--- config.mk ---
export PLATFORM = sky130hd
export DESIGN_NAME = if_id_stage
export DESIGN_NICKNAME = d
export VERILOG_FILES = /design/src/rtl/cpu_pkg.sv /design/src/rtl/if_pc_unit.sv /design/src/rtl/if_id_stage.sv
export SDC_FILE = /design/constraint.sdc
export NUM_CORES = 1
export LEC_CHECK = 0
export ABC_AREA = 1
export ABC_CLOCK_PERIOD_IN_PS = 1870
export BUFFER_PORTS_ARGS = -buffer_cell sky130_fd_sc_hd__buf_4
export CAP_MARGIN = 20
export CORE_MARGIN = 4
export CORE_UTILIZATION = 35
export DETAILED_ROUTE_END_ITERATION = 16
export MAX_ROUTING_LAYER = met4
export PLACE_DENSITY = 0.69
export SYNTH_ARGS = -nofsm -noshare
export SYNTH_HDL_FRONTEND = slang
export SYNTH_SLANG_ARGS = --single-unit
--- constraint.sdc ---
create_clock -name CLK -period 1.87 [get_ports CLK]
set_clock_uncertainty 0.1 [all_clocks]
set_input_delay 0.374 -clock CLK [delete_from_list [all_inputs] [get_ports CLK]]
set_output_delay 0.374 -clock CLK [all_outputs]
set_load 0.01 [all_outputs]
--- src/rtl/cpu_pkg.sv ---
// Shared CPU types: 32-bit word, bubble instruction, fetch FSM states and PC select codes.
package cpu_pkg;

  localparam int unsigned WORD_W = 32;

  typedef logic [WORD_W-1:0] word_t;

  localparam word_t NOP_WORD = 32'h0000_0013;

  typedef enum logic [1:0] {
    ST_FETCH   = 2'd0,
    ST_DISCARD = 2'd1,
    ST_HOLD    = 2'd2
  } fetch_state_t;

  typedef enum logic [1:0] {
    PC_KEEP   = 2'd0,
    PC_INC    = 2'd1,
    PC_TARGET = 2'd2,
    PC_SAVED  = 2'd3
  } pc_sel_t;

endpackage

--- src/rtl/if_pc_unit.sv ---
// Program counter with +4 adder, next-PC mux and the redirect target saved while a stale fetch drains.
module if_pc_unit
  import cpu_pkg::*;
#(
  parameter word_t RESET_PC = 32'h0000_0000
) (
  input  logic    clk,
  input  logic    rst_n,
  input  pc_sel_t sel,
  input  logic    save_target,
  input  word_t   target,
  output word_t   pc,
  output word_t   pc_plus4_c
);

  word_t saved_target;

  assign pc_plus4_c = pc + 32'd4;

  always_ff @(posedge clk) begin
    if (!rst_n) begin
      pc           <= RESET_PC;
      saved_target <= '0;
    end else begin
      case (sel)
        PC_INC:    pc <= pc_plus4_c;
        PC_TARGET: pc <= target;
        PC_SAVED:  pc <= saved_target;
        default:   pc <= pc;
      endcase
      if (save_target) saved_target <= target;
    end
  end

endmodule

--- src/rtl/if_id_stage.sv ---
// Instruction fetch stage and IF/ID pipeline register.
// Define IF_SKID_BUFFER_EN to park a response that arrives during a hold instead of refetching it.
module if_id_stage
  import cpu_pkg::*;
#(
  parameter word_t RESET_PC  = 32'h0000_0000,
  parameter word_t NOP_INSTR = NOP_WORD
) (
  input  logic  CLK,
  input  logic  RESET,
  input  logic  INSTR_BUSY_WAIT,
  input  word_t INSTR_READDATA,
  output logic  INSTR_READ,
  output word_t INSTR_ADDR,
  input  logic  DATA_BUSY_WAIT,
  input  logic  STALL,
  input  logic  BRANCH_TAKEN,
  input  word_t BRANCH_TARGET,
  output word_t INSTRUCTION_OUT,
  output word_t PC_OUT,
  output word_t PC_INCREMENT4_OUT,
  output logic  VALID_OUT
);

  fetch_state_t state, state_nxt;
  pc_sel_t      pc_sel;
  logic         save_target, ifid_load, ifid_flush, skid_load, skid_clear;
  logic         hold, branch, resp;
  word_t        pc, pc_plus4, target_word, skid_instr, skid_pc, src_instr, src_pc;

  assign hold        = STALL | DATA_BUSY_WAIT;
  // EX holds BRANCH_TAKEN through a data freeze, so act on it only once the freeze lifts.
  assign branch      = BRANCH_TAKEN & ~DATA_BUSY_WAIT;
  assign resp        = ~INSTR_BUSY_WAIT;
  assign target_word = BRANCH_TARGET & 32'hFFFF_FFFC;
  assign INSTR_READ  = RESET & (state != ST_HOLD);
  assign INSTR_ADDR  = pc;
  assign src_instr   = (state == ST_HOLD) ? skid_instr : INSTR_READDATA;
  assign src_pc      = (state == ST_HOLD) ? skid_pc : pc;

  if_pc_unit #(.RESET_PC(RESET_PC)) u_pc (
    .clk        (CLK),
    .rst_n      (RESET),
    .sel        (pc_sel),
    .save_target(save_target),
    .target     (target_word),
    .pc         (pc),
    .pc_plus4_c (pc_plus4)
  );

  always_ff @(posedge CLK) begin
    if (!RESET) state <= ST_FETCH;
    else        state <= state_nxt;
  end

  always_comb begin
    state_nxt   = state;
    pc_sel      = PC_KEEP;
    save_target = 1'b0;
    ifid_load   = 1'b0;
    ifid_flush  = 1'b0;
    skid_load   = 1'b0;
    skid_clear  = 1'b0;
    case (state)
      ST_FETCH: begin
        if (branch) begin
          ifid_flush = 1'b1;
          skid_clear = 1'b1;
          if (resp) begin
            pc_sel = PC_TARGET;
          end else begin
            save_target = 1'b1;
            state_nxt   = ST_DISCARD;
          end
        end else if (resp) begin
          if (!hold) begin
            ifid_load = 1'b1;
            pc_sel    = PC_INC;
          end
`ifdef IF_SKID_BUFFER_EN
          else begin
            skid_load = 1'b1;
            state_nxt = ST_HOLD;
          end
`endif
        end
      end
      // The outstanding read belongs to the old path; its data is dropped.
      ST_DISCARD: begin
        if (branch) begin
          ifid_flush = 1'b1;
          skid_clear = 1'b1;
          if (resp) begin
            pc_sel    = PC_TARGET;
            state_nxt = ST_FETCH;
          end else begin
            save_target = 1'b1;
          end
        end else if (resp) begin
          pc_sel    = PC_SAVED;
          state_nxt = ST_FETCH;
        end
      end
`ifdef IF_SKID_BUFFER_EN
      ST_HOLD: begin
        if (branch) begin
          ifid_flush = 1'b1;
          skid_clear = 1'b1;
          pc_sel     = PC_TARGET;
          state_nxt  = ST_FETCH;
        end else if (!hold) begin
          ifid_load = 1'b1;
          pc_sel    = PC_INC;
          state_nxt = ST_FETCH;
        end
      end
`endif
      default: state_nxt = ST_FETCH;
    endcase
  end

  always_ff @(posedge CLK) begin
    if (!RESET || skid_clear) begin
      skid_instr <= '0;
      skid_pc    <= '0;
    end else if (skid_load) begin
      skid_instr <= INSTR_READDATA;
      skid_pc    <= pc;
    end
  end

  always_ff @(posedge CLK) begin
    if (!RESET || ifid_flush) begin
      INSTRUCTION_OUT   <= NOP_INSTR;
      PC_OUT            <= '0;
      PC_INCREMENT4_OUT <= '0;
      VALID_OUT         <= 1'b0;
    end else if (ifid_load) begin
      INSTRUCTION_OUT   <= src_instr;
      PC_OUT            <= src_pc;
      PC_INCREMENT4_OUT <= pc_plus4;
      VALID_OUT         <= 1'b1;
    end
  end

endmodule
==> reports/qor.txt, run 1 <==
Dpl ws: 31.01 ps
GRT busiest layer: met2
Initial antenna violation count: 0
Max stage delay on crit path: 340 ps
Post-synth EDFFs: 0
Cts hold-fix bufs: 0
Final worst setup slack: 109.5 ps
Syn avg cell area: 6.774 sq um
Reg2Reg Depth: 9
IO Port Bufs: 191
Synth area leader: dfxtp_1
Final Routed Wirelength: 22.66 mm
Status: finished, final reports clean
Largest net degree at the start of global routing: 49
# Max-Cap Violations: 0
Worst-path cell chain: ha_1 > inv_1 > nor2_2 > nand2_2 > nor2_1 > xor2_1 > buf_4 > o21ai_0 > inv_1
Setup_tns: 0 ps
GR Util met1: 28.47%
Final Net Count: 1276
Finish-stage setup viols: 0
Most frequent cell after synthesis: nand2_1
Initial core utilization: 36.02%
Cells on Worst Hold Path: 3
Seq/Total Area, Yosys: 45.15%
Critical path type: flop to flop
M3 GR Usage: 4.231%
Gr usage total: 20.73%
Worst reg2reg path endpoint: PC_INCREMENT4_OUT[18]
H-tree depth: 4
Cell mode on critical path: inv_1
Drt drc: 0
First-pass GRT wire length: 34.80 mm
IR drop worst, VDD: 0.6550 mV
P_leak: 4.161 nW
Reg-to-reg slack, setup: 110 ps
Unique masters post-synth: 28
Maximum buffer depth of the clock tree: 2
Prevailing post-synth register cell: dfxtp_1
Routed Antenna Nets: 0
Synth area leaders: dfxtp_1 (45%), nand2_1 (13%), nor2_1 (9.9%), nand3_1 (6.8%), o21ai_0 (6.6%)
Reg clk slew, reported paths: 60 ps
Detail Placement HPWL: 16.74 mm
CP arrival: 2040 ps
Reg2reg start: u_pc.pc[2]
CP required: 2150 ps
Power Density: 847.5 nW/um^2
DR vias: 6985
Total power draw: 7.946 mW
Max transition margin: 66.21%
Period utilisation layout: 94.14%
CTS tree: built
Top Family by Delay on Critical Path: simple AND/OR/NAND/NOR gates
Die width: 147.7 microns
CTS Buf Count: 17
Gpl congestion: 0.9058
Yosys reg bits: 154
Max Fclk: 568.0 MHz
Hold Violations, Final: 0
Top post-synthesis cells by count: nand2_1 (232), nor2_1 (180), dfxtp_1 (154), nand3_1 (93), o21ai_0 (90)
Initial DRC count: 501
Number of global-route vias before repair: 6329
Clk_lat worst skew: 430 ps
Area grow syn2layout: 37.31%
FP Rows: 50
Slew Viols, Final: 0
# diodes: 0
Stages on the worst setup path: 9
Via density: 4.726
CP max stage cell: dfxtp_1
Worst hold path startpoint: INSTR_READDATA[0]
WHS Endpoint: INSTRUCTION_OUT[0]
Hold WC Path Type: input port to flop
Post-Synthesis Cells: 1008
Mean routed wirelength per cell: 15.33 microns
Clock sink total: 154
Share of the synthesized area in the top cell type: 45.15%
CP Launch Type: flop
Yosys warning count: 0
Die height: 147.7 microns
Total gr overflow: 0
Least-Margin Pin Slew: 506.9 ps
Final min period: 1760 ps
Met2 Use GR: 30.88%
CP endpoint kind: flop
Drt pass-1 iters: 5
Synth async-reset ratio: 0%
Clk root buf: clkbuf_16
Num ports: 200
Cell area after synthesis: 6828 sq um
Buf/Inv on CP: 3
Die Area: 21810 sq um
Max Fanout on Critical Path: 5
Share of cells above drive strength 1: 24.88%
Core area: 18960 sq um
[worst register-to-register path: stages (launching register included)]
cell and delay [ps]:
dfxtp_1 340, ha_1 200, inv_1 100, nor2_2 150, nand2_2 140, nor2_1 170
xor2_1 230, buf_4 160, o21ai_0 60, inv_1 60
[per-layer routing]
| metal | up-vias | wire length [microns] |
|---|---|---|
| met5 | - | 0 |
| met4 | 0 | 297 |
| met1 | 3165 | 10860 |
| li1 | 3584 | - |
| met3 | 20 | 1300 |
| met2 | 216 | 10200 |
[cell type report]
cell class / instances / area, sq um
fill: 1931 / 9580
multi-input combinational: 715 / 3192
sequential: 154 / 3089
timing repair buffer: 238 / 1874
clock buffer: 21 / 450.4
tap: 260 / 325.3
inverter: 79 / 297.8
clock inverter: 11 / 146.4
[through the flow]
stage / util [%] / cells / instance area (sq um) / hold WS [ps]
after detailed placement: 46.03 / 1444 / 8725 / 352.5
after global routing: 49.46 / 1478 / 9375 / 57.25
after CTS: 49.17 / 1476 / 9321 / 29.35
after global placement: 46.03 / 1444 / 8725 / 347.4
after floorplan: - / 1013 / 6847 / 341.1
final: 49.46 / 1478 / 9375 / 46.19
[worst max path at each step]
stage                         startpoint  slack [ps]               endpoint
final                         u_pc.pc[2]         110  PC_INCREMENT4_OUT[18]
after global routing         u_pc.pc[10]         -20  PC_INCREMENT4_OUT[28]
after CTS                     u_pc.pc[2]          40            u_pc.pc[10]
after detailed placement    BRANCH_TAKEN          30     INSTRUCTION_OUT[7]
after global placement    DATA_BUSY_WAIT          40  PC_INCREMENT4_OUT[14]
after floorplan               u_pc.pc[2]         210  PC_INCREMENT4_OUT[16]
[cell families (layout without fill, tap and decap cells)]
kind of cell               Yosys count  count (layout)  share of synthesized area, %
xor gates and xnor gates            11              11                         1.411
other                                1               6                       0.05492
adders and majority gates            1               1                        0.1832
DFF                                154             154                         45.15
and+or+nand+nor                    521             521                         31.13
buffers and inverters              144             349                         8.924
AOI/OAI and AO/OA                  176             176                         13.14
[cells in the final DEF, fill, tap and decap left out, types with 2 or more instances in the layout]
| cell type | synthesis | layout |
|---|---|---|
| nand2_1 | 232 | 231 |
| buf_4 | 11 | 231 |
| nor2_1 | 180 | 175 |
| dfxtp_1 | 154 | 149 |
| nand3_1 | 93 | 93 |
| o21ai_0 | 90 | 89 |
| a21oi_1 | 77 | 77 |
| inv_1 | 63 | 63 |
| clkbuf_16 | 0 | 17 |
| inv_2 | 16 | 15 |
| xor2_1 | 10 | 9 |
| buf_12 | 0 | 7 |
| o211ai_1 | 6 | 6 |
| conb_1 | 1 | 6 |
| nor2_4 | 2 | 5 |
| nor2_2 | 3 | 5 |
| dfxtp_2 | 0 | 5 |
| clkinv_2 | 0 | 4 |
| nor3_1 | 3 | 3 |
| o21ai_1 | 2 | 3 |
| clkbuf_1 | 29 | 3 |
| clkinv_4 | 0 | 3 |
| bufinv_16 | 0 | 3 |
| nand2_2 | 1 | 2 |
| or2_1 | 2 | 2 |
| and3_1 | 2 | 2 |
| clkinvlp_4 | 0 | 2 |
[registers in the layout (all words and copies together), names as in the netlist]
signal	cells
VALID_OUT	1
state	1
INSTRUCTION_OUT	32
u_pc.saved_target	30
u_pc.pc	30
PC_INCREMENT4_OUT	30
PC_OUT	30
[power by group]
part           switching [mW]  internal (mW)
clock                    1.39           2.13
sequential             0.0868           3.40
combinational           0.522          0.414
[repair_timing]
| item | 4_1_cts | 5_1_grt |
|---|---|---|
| setup buffers | 0 | 2 |
| resized for setup | 0 | 15 |
| setup endpoints to repair | 0 | 18 |
(Power assumes the default switching activity.)
==> inputs of run 2 (changes only) <==
- PLACE_DENSITY: 0.69 -> 0.68
- SYNTH_HIERARCHICAL: not set -> 1
==> reports/qor.txt, run 2 <==
Gr usage total: 18.94%
Cell area after synthesis: 7838 sq um
Reg-to-reg slack, setup: 90 ps
Met2 WL: 10.89 mm
Max Fanout on Critical Path: 5
CP required: 2080 ps
Unique masters post-synth: 33
Core area: 21960 sq um
Drt drc: 0
Mean routed wirelength per cell: 13.85 microns
Reg2reg start: u_pc/pc[2]
Die height: 157.6 microns
CP max stage cell: dfxtp_2
Gpl congestion: 0.9116
Maximum buffer depth of the clock tree: 2
Commonest non-fill, non-tap cell in the layout: nor2_1
Status: finished, final reports clean
Final worst setup slack: 91.33 ps
DR vias: 7845
Largest net degree at the start of global routing: 73
Most frequent cell after synthesis: nor2_1
Synth area leaders: dfxtp_1 (41%), nor2_1 (13%), nand2_1 (11%), nand3_1 (7.3%), inv_1 (6.9%)
Initial antenna violation count: 0
Cts hold-fix bufs: 0
Reg2Reg Depth: 11
Clk root buf: clkbuf_16
Slew Viols, Final: 0
DR WL met3: 1.224 mm
Simple-gate share of the synthesized area: 35.22%
First-pass GRT wire length: 36.62 mm
Drt pass-1 iters: 5
Die width: 157.6 microns
Final Routed Wirelength: 23.52 mm
Post-Synth XOR/XNOR Area: 2.235%
Reg clk slew, reported paths: 60 ps
Hold WC Path Type: input port to flop
Initial DRC count: 483
Critical path type: flop to flop
Hold_ws: 70.21 ps
Detail Placement HPWL: 17.37 mm
Max stage delay on crit path: 350 ps
Total gr overflow: 0
Share of cells above drive strength 1: 24.68%
Top post-synthesis cells by count: nor2_1 (266), nand2_1 (240), dfxtp_1 (162), inv_1 (145), nand3_1 (115)
Top Family by Delay on Critical Path: simple AND/OR/NAND/NOR gates
IR drop worst, VDD: 0.3709 mV
DR top layer: met4
H-tree depth: 4
CP endpoint kind: flop
Finish-stage setup viols: 0
# Max-Cap Violations: 0
Total power draw: 8.950 mW
Adder-Cell Fraction of Synth Area: 0.1596%
CTS Buf Count: 17
WHS Endpoint: INSTRUCTION_OUT[0]
Area grow syn2layout: 35.94%
Main combinational cell family by area after synthesis: simple AND/OR/NAND/NOR gates
Share of the synthesized area in the top cell type: 41.38%
Die Area: 24850 sq um
Worst-path cell chain: ha_2 > nand2_2 > nor2_4 > nand2_2 > nor2_4 > nand3_2 > and2_1 > inv_1 > nand3_1 > nand2_1 > nor2_1
P_leak: 4.936 nW
Dpl cell area: 9935 sq um
Post-route cell area: 10650 sq um
Compound-Gate Fraction of Synth Area: 9.211%
Power Density: 840.1 nW/um^2
Cells on Worst Hold Path: 3
CTS tree: built
Hold Violations, Final: 0
Dpl ws: -137.0 ps
CP arrival: 1990 ps
Buf/Inv on CP: 1
Routed Antenna Nets: 0
Yosys reg bits: 162
Finished Layout Cells: 1698
# diodes: 0
Placed instance count: 1664
WL met1: 11.01 mm
FP Rows: 54
Seq/Total Area, Yosys: 41.38%
Clock sink total: 162
Initial core utilization: 35.69%
Final Net Count: 1476
Commonest non-fill, non-tap cells in the layout: nor2_1 (262), buf_4 (258), nand2_1 (237)
Unrepaired setup endpoints after global routing: yes
Synth area leader: dfxtp_1
Number of global-route vias before repair: 7016
Worst reg2reg path endpoint: PC_INCREMENT4_OUT[24]
Post-Synthesis Cells: 1186
Mux share of post-synthesis cell area: 0%
Clk_lat worst skew: 420 ps
Period utilisation layout: 95.12%
Max Fclk: 562.2 MHz
Yosys warning count: 6
Syn avg cell area: 6.608 sq um
Num ports: 200
CP Launch Type: flop
IO Port Bufs: 197
Post-synth EDFFs: 0
Worst hold path startpoint: INSTR_READDATA[0]
Via density: 4.620
Final min period: 1779 ps
Synth async-reset ratio: 0%
Prevailing post-synth register cell: dfxtp_1
run 2: kinds of logic after synthesis:
logic type,Yosys count
buffers and inverters,220
xor gates and xnor gates,14
DFF,162
AOI/OAI and AO/OA,133
adders and majority gates,1
other,1
and+or+nand+nor,655
run 2: repair_timing:
action                                  4_1_cts  5_1_grt
hold endpoints to repair                      0        0
gates resized for setup                       0       23
endpoints found under the setup margin        0       26
buffers inserted                              0        2
run 2: layout make-up:
type                       instances  area [sq um]
fill                            2239         11300
multi-input combinational        807          3736
sequential                       162          3256
timing repair buffer             266          2097
inverter                         151         566.8
clock buffer                      21         470.5
tap                              280         350.3
clock inverter                    11         177.7
run 2: worst register-to-register path, stage by stage, from the launching register on:
cell,delay (ps)
dfxtp_2,350
ha_2,210
nand2_2,80
nor2_4,170
nand2_2,90
nor2_4,170
nand3_2,100
and2_1,160
inv_1,50
nand3_1,80
nand2_1,80
nor2_1,40
run 2: report_power, final:
| part | internal [mW] | total (mW) | switching, mW |
|---|---|---|---|
| combinational | 0.625 | 1.41 | 0.785 |
| sequential | 3.62 | 3.76 | 0.138 |
| clock | 2.35 | 3.78 | 1.43 |
run 2: layer usage:
metal / global-route usage, % / vias to the layer above
li1: - / 4095
met1: 25.43 / 3511
met2: 29.29 / 214
met3: 3.390 / 25
met4: 5.571 / 0
met5: - / -
run 2: through the flow:
stage               setup TNS, ps  util, %
finish                          0    48.52
detailed placement         -868.9    45.24
global placement           -285.8    45.24
global route               -127.9    48.52
CTS                             0    48.19
floorplan                       0        -
run 2: how the worst max path moves through the flow:
stage / from / endpoint / slack (ps) / cells after the start
5_1_grt: state[0] / u_pc/pc[14] / -30 / 8
4_1_cts: u_pc/pc[2] / PC_INCREMENT4_OUT[26] / 10 / 11
3_3_place_gp: DATA_BUSY_WAIT / u_pc/pc[26] / -50 / 11
6_report: u_pc/pc[2] / PC_INCREMENT4_OUT[24] / 90 / 11
3_5_place_dp: DATA_BUSY_WAIT / u_pc/pc[28] / -140 / 11
2_1_floorplan: BRANCH_TAKEN / u_pc/pc[16] / 70 / 11
==> inputs of run 3 (changes only) <==
- BUFFER_PORTS_ARGS: -buffer_cell sky130_fd_sc_hd__buf_4 -> not set
- DONT_BUFFER_PORTS: not set -> 1
- PLACE_DENSITY: 0.68 -> 0.6
==> reports/qor.txt, run 3 (synthesized netlist as in run 2, its figures left out) <==
Status: finished, final reports clean
Slew Viols, Final: 0
# Max-Cap Violations: 0
CP max stage cell: dfxtp_4
Number of global-route vias before repair: 6647
First-pass GRT wire length: 35.84 mm
Finish-stage setup viols: 0
Final Routed Wirelength: 23.56 mm
DR vias: 7260
Clock power frac: 40.2%
IR drop worst, VDD: 0.4827 mV
Num ports: 200
Share of cells above drive strength 1: 13.22%
Filler instances: 2327
Clk_lat worst skew: 420 ps
Max Fclk: 556.5 MHz
Initial antenna violation count: 0
# diodes: 0
Combinational fraction of design power: 14.1%
Die Area: 24850 sq um
Hold WC Path Type: input port to flop
Dpl cell area: 8536 sq um
Commonest non-fill, non-tap cells in the layout: nor2_1 (261), nand2_1 (237), dfxtp_1 (157)
CP Launch Type: flop
Gr usage total: 18.75%
Area grow syn2layout: 21.97%
Reg clk slew, reported paths: 60 ps
Hold Violations, Final: 0
Register Area: 3254 sq um
Routed Antenna Nets: 0
Clk root buf: clkbuf_16
Detail Placement HPWL: 16.44 mm
Period utilisation layout: 96.09%
Max stage delay on crit path: 370 ps
Post-layout util: 43.53%
Initial core utilization: 35.69%
Maximum buffer depth of the clock tree: 2
Die width: 157.6 microns
CTS Buf Count: 17
Buf/Inv on CP: 3
Commonest non-fill, non-tap cell in the layout: nor2_1
Total power draw: 8.326 mW
Final min period: 1797 ps
CTS tree: built
Total gr overflow: 0
Dpl ws: -158.0 ps
NetSw: 2.304 mW
Finished Layout Cells: 1543
CP arrival: 2060 ps
Placed instance count: 1476
Unrepaired setup endpoints after global routing: yes
Multi-input logic area: 3789 sq um
Internal power: 6.021 mW
Power Density: 871.0 nW/um^2
Core area: 21960 sq um
P_leak: 4.119 nW
Drt pass-1 iters: 5
Initial DRC count: 538
Sequential power share: 45.6%
H-tree depth: 4
CP endpoint kind: flop
Max Fanout on Critical Path: 5
IO Port Bufs: 0
Clock sink total: 162
Setup_tns: 0 ps
Largest net degree at the start of global routing: 71
Die height: 157.6 microns
Hold_ws: 12.28 ps
CP required: 2130 ps
Switching part of the total: 27.68%
Final Net Count: 1321
Gpl congestion: 0.8395
Via density: 4.705
Mean routed wirelength per cell: 15.27 microns
Final worst setup slack: 73.19 ps
Critical path type: flop to flop
Top Family by Delay on Critical Path: simple AND/OR/NAND/NOR gates
Drt drc: 0
Worst-path cell chain: buf_6 > nand2_1 > nor2_4 > nand2_4 > nor2_4 > buf_6 > xor2_4 > inv_1 > nand3_1 > nand2_1 > nor2_1
Post-route cell area: 9559 sq um
FP Rows: 54
run 3: changes by cell type in the layout (fill, tap and decap cells not counted), sizes merged:
cell         change
buf            -184
bufinv           -3
clkbuf           +2
clkinvlp         -1
dlygate4sd3     +29
inv              +2
run 3: path summary, 6_finish.rpt:
| path | startpoint | endpoint | slack [ps] | cells past startpoint |
|---|---|---|---|---|
| worst max-delay path | u_pc/pc[3] | PC_INCREMENT4_OUT[17] | 70 | 11 |
| worst min-delay path | BRANCH_TARGET[26] | u_pc/saved_target[26] | 10 | 2 |
| worst max register to register | u_pc/pc[3] | PC_INCREMENT4_OUT[17] | 70 | 11 |
| worst min register to register | u_pc/saved_target[0] | u_pc/saved_target[0] | 360 | 2 |
run 3: area by class of cell:
cell class | count | area share (%)
sequential | 162 | 34.04
multi-input combinational | 807 | 39.63
tap | 280 | 3.665
timing repair buffer | 111 | 10.90
clock inverter | 9 | 0.8246
inverter | 151 | 5.929
clock buffer | 23 | 5.000
run 3: power groups by stage:
stage	clock network (mW)	logic, mW	registers [mW]
after floorplan	0	0.667	3.88
after global placement	0	1.06	3.87
after detailed placement	0	1.07	3.87
after CTS	3.43	1.15	3.79
after global routing	3.58	1.32	3.82
final	3.35	1.18	3.80
run 3: what timing repair did:
item / 4_1_cts / 5_1_grt
setup buffers: 0 / 5
setup endpoints to repair: 7 / 46
hold endpoints to repair: 65 / 0
resized for setup: 1 / 34
pin swaps: 1 / 12
hold buffers: 30 / 0
run 3: metal layers:
layer / track usage (%) / vias up / wire, microns
li1: - / 3779 / -
met1: 23.94 / 3243 / 10760
met2: 28.19 / 205 / 10480
met3: 5.796 / 33 / 1817
met4: 6.473 / 0 / 503
met5: - / - / 0
run 3: worst reg2reg max path: stages, from the launching register on:
cell and delay, ps:
dfxtp_4 370, buf_6 120, nand2_1 80, nor2_4 200, nand2_4 120, nor2_4 180, buf_6 140, xor2_4 160
inv_1 60, nand3_1 70, nand2_1 50, nor2_1 80
